[config.mk]
export PLATFORM = sky130hd
export DESIGN_NAME = pipe_ctrl
export DESIGN_NICKNAME = d
export VERILOG_FILES = /design/src/rtl/pipe_ctrl_pkg.sv /design/src/rtl/pipe_ctrl.sv
export SDC_FILE = /design/constraint.sdc
export NUM_CORES = 1
export LEC_CHECK = 0
export ABC_AREA = 1
export CORE_UTILIZATION = 51
export CTS_BUF_LIST = sky130_fd_sc_hd__clkbuf_16
export DETAILED_ROUTE_END_ITERATION = 10
export PLACE_DENSITY_LB_ADDON = 0.05
export SYNTH_ARGS = -nofsm -noshare
export SYNTH_HDL_FRONTEND = slang
export SYNTH_SLANG_ARGS = --single-unit
[constraint.sdc]
create_clock -name clk -period 1.9 [get_ports clk]
set_input_delay 0.19 -clock clk [delete_from_list [all_inputs] [get_ports clk]]
set_output_delay 0.19 -clock clk [all_outputs]
set_load 0.01 [all_outputs]
[src/rtl/pipe_ctrl_pkg.sv]
// Shared types and helpers for the generic pipeline controller.
// Imported by pipe_ctrl and anything that decodes its debug state.
package pipe_ctrl_pkg;

    localparam int PIPE_STATE_W = 3;

    typedef enum logic [PIPE_STATE_W-1:0] {
        WARMUP,
        RUN,
        STALL,
        FLUSH,
        PAUSE
    } pipe_state_t;

    function automatic bit params_ok(
        input int n,
        input int h,
        input int b,
        input int l
    );
        return (n >= 3) && (n <= 8) &&
               (h > 0) && (h < b) && (b < n) &&
               (l >= 1) && (l <= 7);
    endfunction

endpackage

[src/rtl/pipe_ctrl.sv]
// N-stage pipeline controller: warmup, load-use stall, branch flush,
// and an external pause that resumes the exact interrupted context.
module pipe_ctrl
    import pipe_ctrl_pkg::*;
#(
    parameter int NUM_STAGES        = 4,
    parameter int HAZARD_STAGE      = 1,
    parameter int BRANCH_STAGE      = 3,
    parameter int LOAD_STALL_CYCLES = 2
) (
    input  logic                    clk,
    input  logic                    rst,
    input  logic                    load_hazard,
    input  logic                    br_taken,
    input  logic                    pause_req,
    output logic [NUM_STAGES-1:0]   stage_en,
    output logic [NUM_STAGES-1:0]   bubble,
    output logic [NUM_STAGES-1:0]   flush,
    output logic                    pc_en,
    output logic                    pc_redirect,
    output logic                    paused,
    output logic [PIPE_STATE_W-1:0] state
);

    localparam int FW = $clog2(NUM_STAGES);
    localparam bit PARAMS_OK = params_ok(NUM_STAGES, HAZARD_STAGE,
                                         BRANCH_STAGE, LOAD_STALL_CYCLES);

    if (!PARAMS_OK) begin : g_bad_params
        $error("pipe_ctrl: illegal parameter combination");
    end

    pipe_state_t   cur_q, nxt;
    logic [FW-1:0] fill_q, fill_d;
    logic [2:0]    stall_q, stall_d;
    pipe_state_t   sav_st_q, sav_st_d;
    logic [FW-1:0] sav_fill_q, sav_fill_d;
    logic [2:0]    sav_stall_q, sav_stall_d;
    logic          hz_take;

    assign state = cur_q;

    // State, counters and pause context; reset clears the saved context.
    always_ff @(posedge clk or negedge rst) begin
        if (!rst) begin
            cur_q       <= WARMUP;
            fill_q      <= '0;
            stall_q     <= '0;
            sav_st_q    <= WARMUP;
            sav_fill_q  <= '0;
            sav_stall_q <= '0;
        end else begin
            cur_q       <= nxt;
            fill_q      <= fill_d;
            stall_q     <= stall_d;
            sav_st_q    <= sav_st_d;
            sav_fill_q  <= sav_fill_d;
            sav_stall_q <= sav_stall_d;
        end
    end

    // Next state and per-stage controls; branch > hazard > pause > progress.
    always_comb begin
        nxt         = cur_q;
        fill_d      = fill_q;
        stall_d     = stall_q;
        sav_st_d    = sav_st_q;
        sav_fill_d  = sav_fill_q;
        sav_stall_d = sav_stall_q;
        stage_en    = '0;
        bubble      = '0;
        flush       = '0;
        pc_en       = 1'b0;
        pc_redirect = 1'b0;
        paused      = 1'b0;
        hz_take     = load_hazard &&
                      (cur_q == RUN ||
                       (cur_q == WARMUP &&
                        fill_q >= FW'(HAZARD_STAGE)));

        if (cur_q == PAUSE) begin
            paused = 1'b1;
            if (!pause_req) begin
                nxt     = sav_st_q;
                fill_d  = sav_fill_q;
                stall_d = sav_stall_q;
            end
        end else if (br_taken) begin
            pc_en       = 1'b1;
            pc_redirect = 1'b1;
            for (int i = 0; i < NUM_STAGES; i++) begin
                if (i < BRANCH_STAGE) flush[i] = 1'b1;
                else                  stage_en[i] = 1'b1;
            end
            nxt     = FLUSH;
            fill_d  = '0;
            stall_d = '0;
        end else begin
            unique case (cur_q)
                WARMUP: begin
                    pc_en = 1'b1;
                    for (int i = 0; i < NUM_STAGES; i++) begin
                        stage_en[i] = (FW'(i) <= fill_q);
                    end
                    if (fill_q == FW'(NUM_STAGES - 2)) begin
                        nxt    = RUN;
                        fill_d = '0;
                    end else begin
                        fill_d = fill_q + 1'b1;
                    end
                end
                RUN: begin
                    pc_en    = 1'b1;
                    stage_en = '1;
                end
                STALL: begin
                    for (int i = 0; i < NUM_STAGES; i++) begin
                        stage_en[i] = (i > HAZARD_STAGE);
                    end
                    bubble[HAZARD_STAGE+1] = 1'b1;
                    if (stall_q == 3'd0) nxt = RUN;
                    else                 stall_d = stall_q - 1'b1;
                end
                FLUSH: begin
                    pc_en  = 1'b1;
                    nxt    = WARMUP;
                    fill_d = '0;
                end
                default: ;
            endcase

            if (hz_take) begin
                pc_en = 1'b0;
                for (int i = 0; i < NUM_STAGES; i++) begin
                    stage_en[i] = (i > HAZARD_STAGE);
                end
                bubble[HAZARD_STAGE+1] = 1'b1;
                nxt     = STALL;
                stall_d = 3'(LOAD_STALL_CYCLES - 1);
            end else if (pause_req && !load_hazard) begin
                // Park the untouched current context; resume replays it.
                sav_st_d    = cur_q;
                sav_fill_d  = fill_q;
                sav_stall_d = stall_q;
                nxt         = PAUSE;
                fill_d      = fill_q;
                stall_d     = stall_q;
            end
        end

        if (!rst) begin
            stage_en    = '0;
            bubble      = '0;
            flush       = '0;
            pc_en       = 1'b0;
            pc_redirect = 1'b0;
            paused      = 1'b0;
        end
    end

endmodule

==> metrics <==
worst hold slack 0.317 ns; largest net degree at the start of global routing 19; DR WL/cell 12.6 um; # diodes 0; Clock power frac 0.188; post-synthesis mux area share 0; Vias 1,131; most frequent cells in the layout nand2_1, buf_4, inv_1, dfrtp_1, nand3_1; Total Wirelength 2800 um; # H-tree levels 1; most frequent CP cell nand2_4; crit end category output port; Worst setup SP type flip-flop; Seq cells post-synth 16; CP max stage delay 0.40 ns; initial core utilization 0.564; DR vias/cell 5.09; Root Driver clkbuf_16; Final Instance Area 1590 um^2; status finished, final reports clean; Slew Limit Fails 0; final net count 203; Seq/Total Area, Yosys 0.348; Buffers on Ports 18; first-pass GRT wire length 4550 um; power share of the combinational group 0.558; Die ar. 2450 um^2; DRT Pass-1 Iters 4; Num CTS Buffers 3; io pins 23; Final Critical Period 1.88 ns; syn avg cell area 7.38 um^2; Core ar. 2040 um^2; Fmax 533 MHz; Tcrit/Tclk final 0.988; leakage power 0.913 nW; Synth warnings 0; # DRC 0; Reg power frac 0.254; Clock Pin Slew Worst Setup and Hold Paths 0.05 ns; Sink Count 16; post-synthesis xor/xnor area fraction 0; dpl hpwl 1970 um; maxcap violations 0; Final setup viols 0; vias in the first global route 1,047; Worst EP required 1.71 ns; cells along the critical path inv_2 -> nand2_4 -> a21oi_4 -> nand2_4 -> buf_4 -> nand2_1 -> o21ai_1 -> inv_1 -> clkdlybuf4s15_2; GRT Overall Usage 0.246; row cnt 16; dpl cell area 1400 um^2; Clock Latency Late Sink 0.24 ns; post-synthesis adder-cell area fraction 0.0217; Final ANT Viol Nets 0; Post-Syn Instances 156; Syn Std Cell Area 1150 um^2; final hold vios 0; P_sw 0.899 mW; distinct cell type count after synthesis 25; Final Skew 0.000996 ns; Clock Tree Buf Depth 2; Max VDD drop 1020 uV; worst hold path class input pin to async pin; initial antenna violation count 0; total gr overflow 0; Placed Cells 209; Synth Area in Simple Gates 0.353; area delta synth->final 38.4%; share of post-route cells with drive strength above 1 0.303; pwr dens 1360 nW/um^2; RSZ-0062 raised after global routing true; Iter 0 DRT Violations 31; Total Power 2.17 mW; die width 49.5 um; Post-Layout Cell Count 222; Critical Path AT 1.69 ns; CP max-delay cell dfrtp_1; gpl congestion 0.863; DIE HEIGHT 49.5 um; switching portion of total power 0.414; most common cell after layout, fill and taps aside nand2_1; setup_tns 0 ns; CTS tree built; area fraction in compound gates after synthesis 0.130; Crit Path Max Fanout 6; CP Class flip-flop to output port; Int Power 1.27 mW; main combinational cell family by area after synthesis simple AND/OR/NAND/NOR gates
power groups by stage:
stage | Combinational (mW) | Sequential [mW] | Clock [mW]
2_1_floorplan | 0.678 | 0.556 | 0
3_3_place_gp | 1.02 | 0.545 | 0
3_5_place_dp | 1.04 | 0.550 | 0
4_1_cts | 1.09 | 0.547 | 0.413
5_1_grt | 1.35 | 0.567 | 0.429
6_report | 1.21 | 0.552 | 0.408
registers in the layout, indices dropped and copies added, names as in the netlist:
name and cells:
sav_fill_q 2, sav_st_q 3, state 3, fill_q 2, sav_stall_q 3, stall_q 3
logic make-up (layout without fill, tap and decap cells):
| logic type | count (synthesis) | after routing |
|---|---|---|
| buffers and inverters | 31 | 67 |
| AO/OA/AOI/OAI | 22 | 22 |
| AND/OR/NAND/NOR | 84 | 84 |
| adder cells (fa/ha/maj) | 2 | 2 |
| flip-flops | 16 | 16 |
| other | 1 | 4 |
final cells by class:
cell class | count | area, um^2
multi-input combinational | 112 | 631
fill | 151 | 449
sequential | 16 | 400
timing repair buffer | 42 | 368
inverter | 21 | 81.3
clock buffer | 3 | 75.1
tap | 27 | 33.8
clock inverter | 1 | 3.75
through the flow:
stage	util	worst slack [ns]
3_5_place_dp	0.687	-0.0514
3_3_place_gp	0.687	0.0156
6_report	0.780	0.0234
4_1_cts	0.741	-0.000301
5_1_grt	0.780	-0.0673
2_1_floorplan	-	0.240
synthesized netlist by cell type, drive strengths merged:
cell type  instances  share of area
nand2             53           0.21
inv               21          0.068
dfrtp             16           0.35
o21ai             16          0.092
nor2              15          0.064
buf               10          0.075
nand3             10          0.043
a21oi              4          0.021
nor3               3          0.013
ha                 2          0.022
nand4              2          0.016
a31o               1         0.0076
conb               1         0.0033
nor3b              1         0.0065
o21bai             1         0.0098
per-layer routing:
metal | up-vias | part of all wire | GRT usage
li1 | 563 | - | -
met1 | 525 | 0.42 | 0.292
met2 | 37 | 0.52 | 0.457
met3 | 6 | 0.044 | 0.0370
met4 | 0 | 0.017 | 0.0667
met5 | - | 0 | 0
worst max-delay path: cells and delay by family, from the launching register on:
kind                   cells  cell delay (ns)
AND/OR/NAND/NOR            3             0.26
flip-flops                 1             0.40
buffers and inverters      4             0.54
AO/OA/AOI/OAI              2             0.25
final timing paths:
| check | startpoint | to | slack, ns | depth (start not counted) |
|---|---|---|---|---|
| max reg2reg | state[0] | stall_q[1] | 0.19 | 13 |
| min | rst | fill_q[0] | 0.32 | 2 |
| max | state[1] | stage_en[3] | 0.02 | 9 |
| min reg2reg | sav_stall_q[1] | sav_stall_q[1] | 0.48 | 2 |
| max in group asynchronous | rst | state[0] | 1.38 | 2 |
| min in group clk | sav_stall_q[1] | sav_stall_q[1] | 0.48 | 2 |
repair_timing:
item	4_1_cts	5_1_grt
pin swaps	1	1
resized for setup	11	13
hold buffers	0	0
setup endpoints to repair	10	8
buffers inserted	4	5
Power figures use the tool's default switching activity.
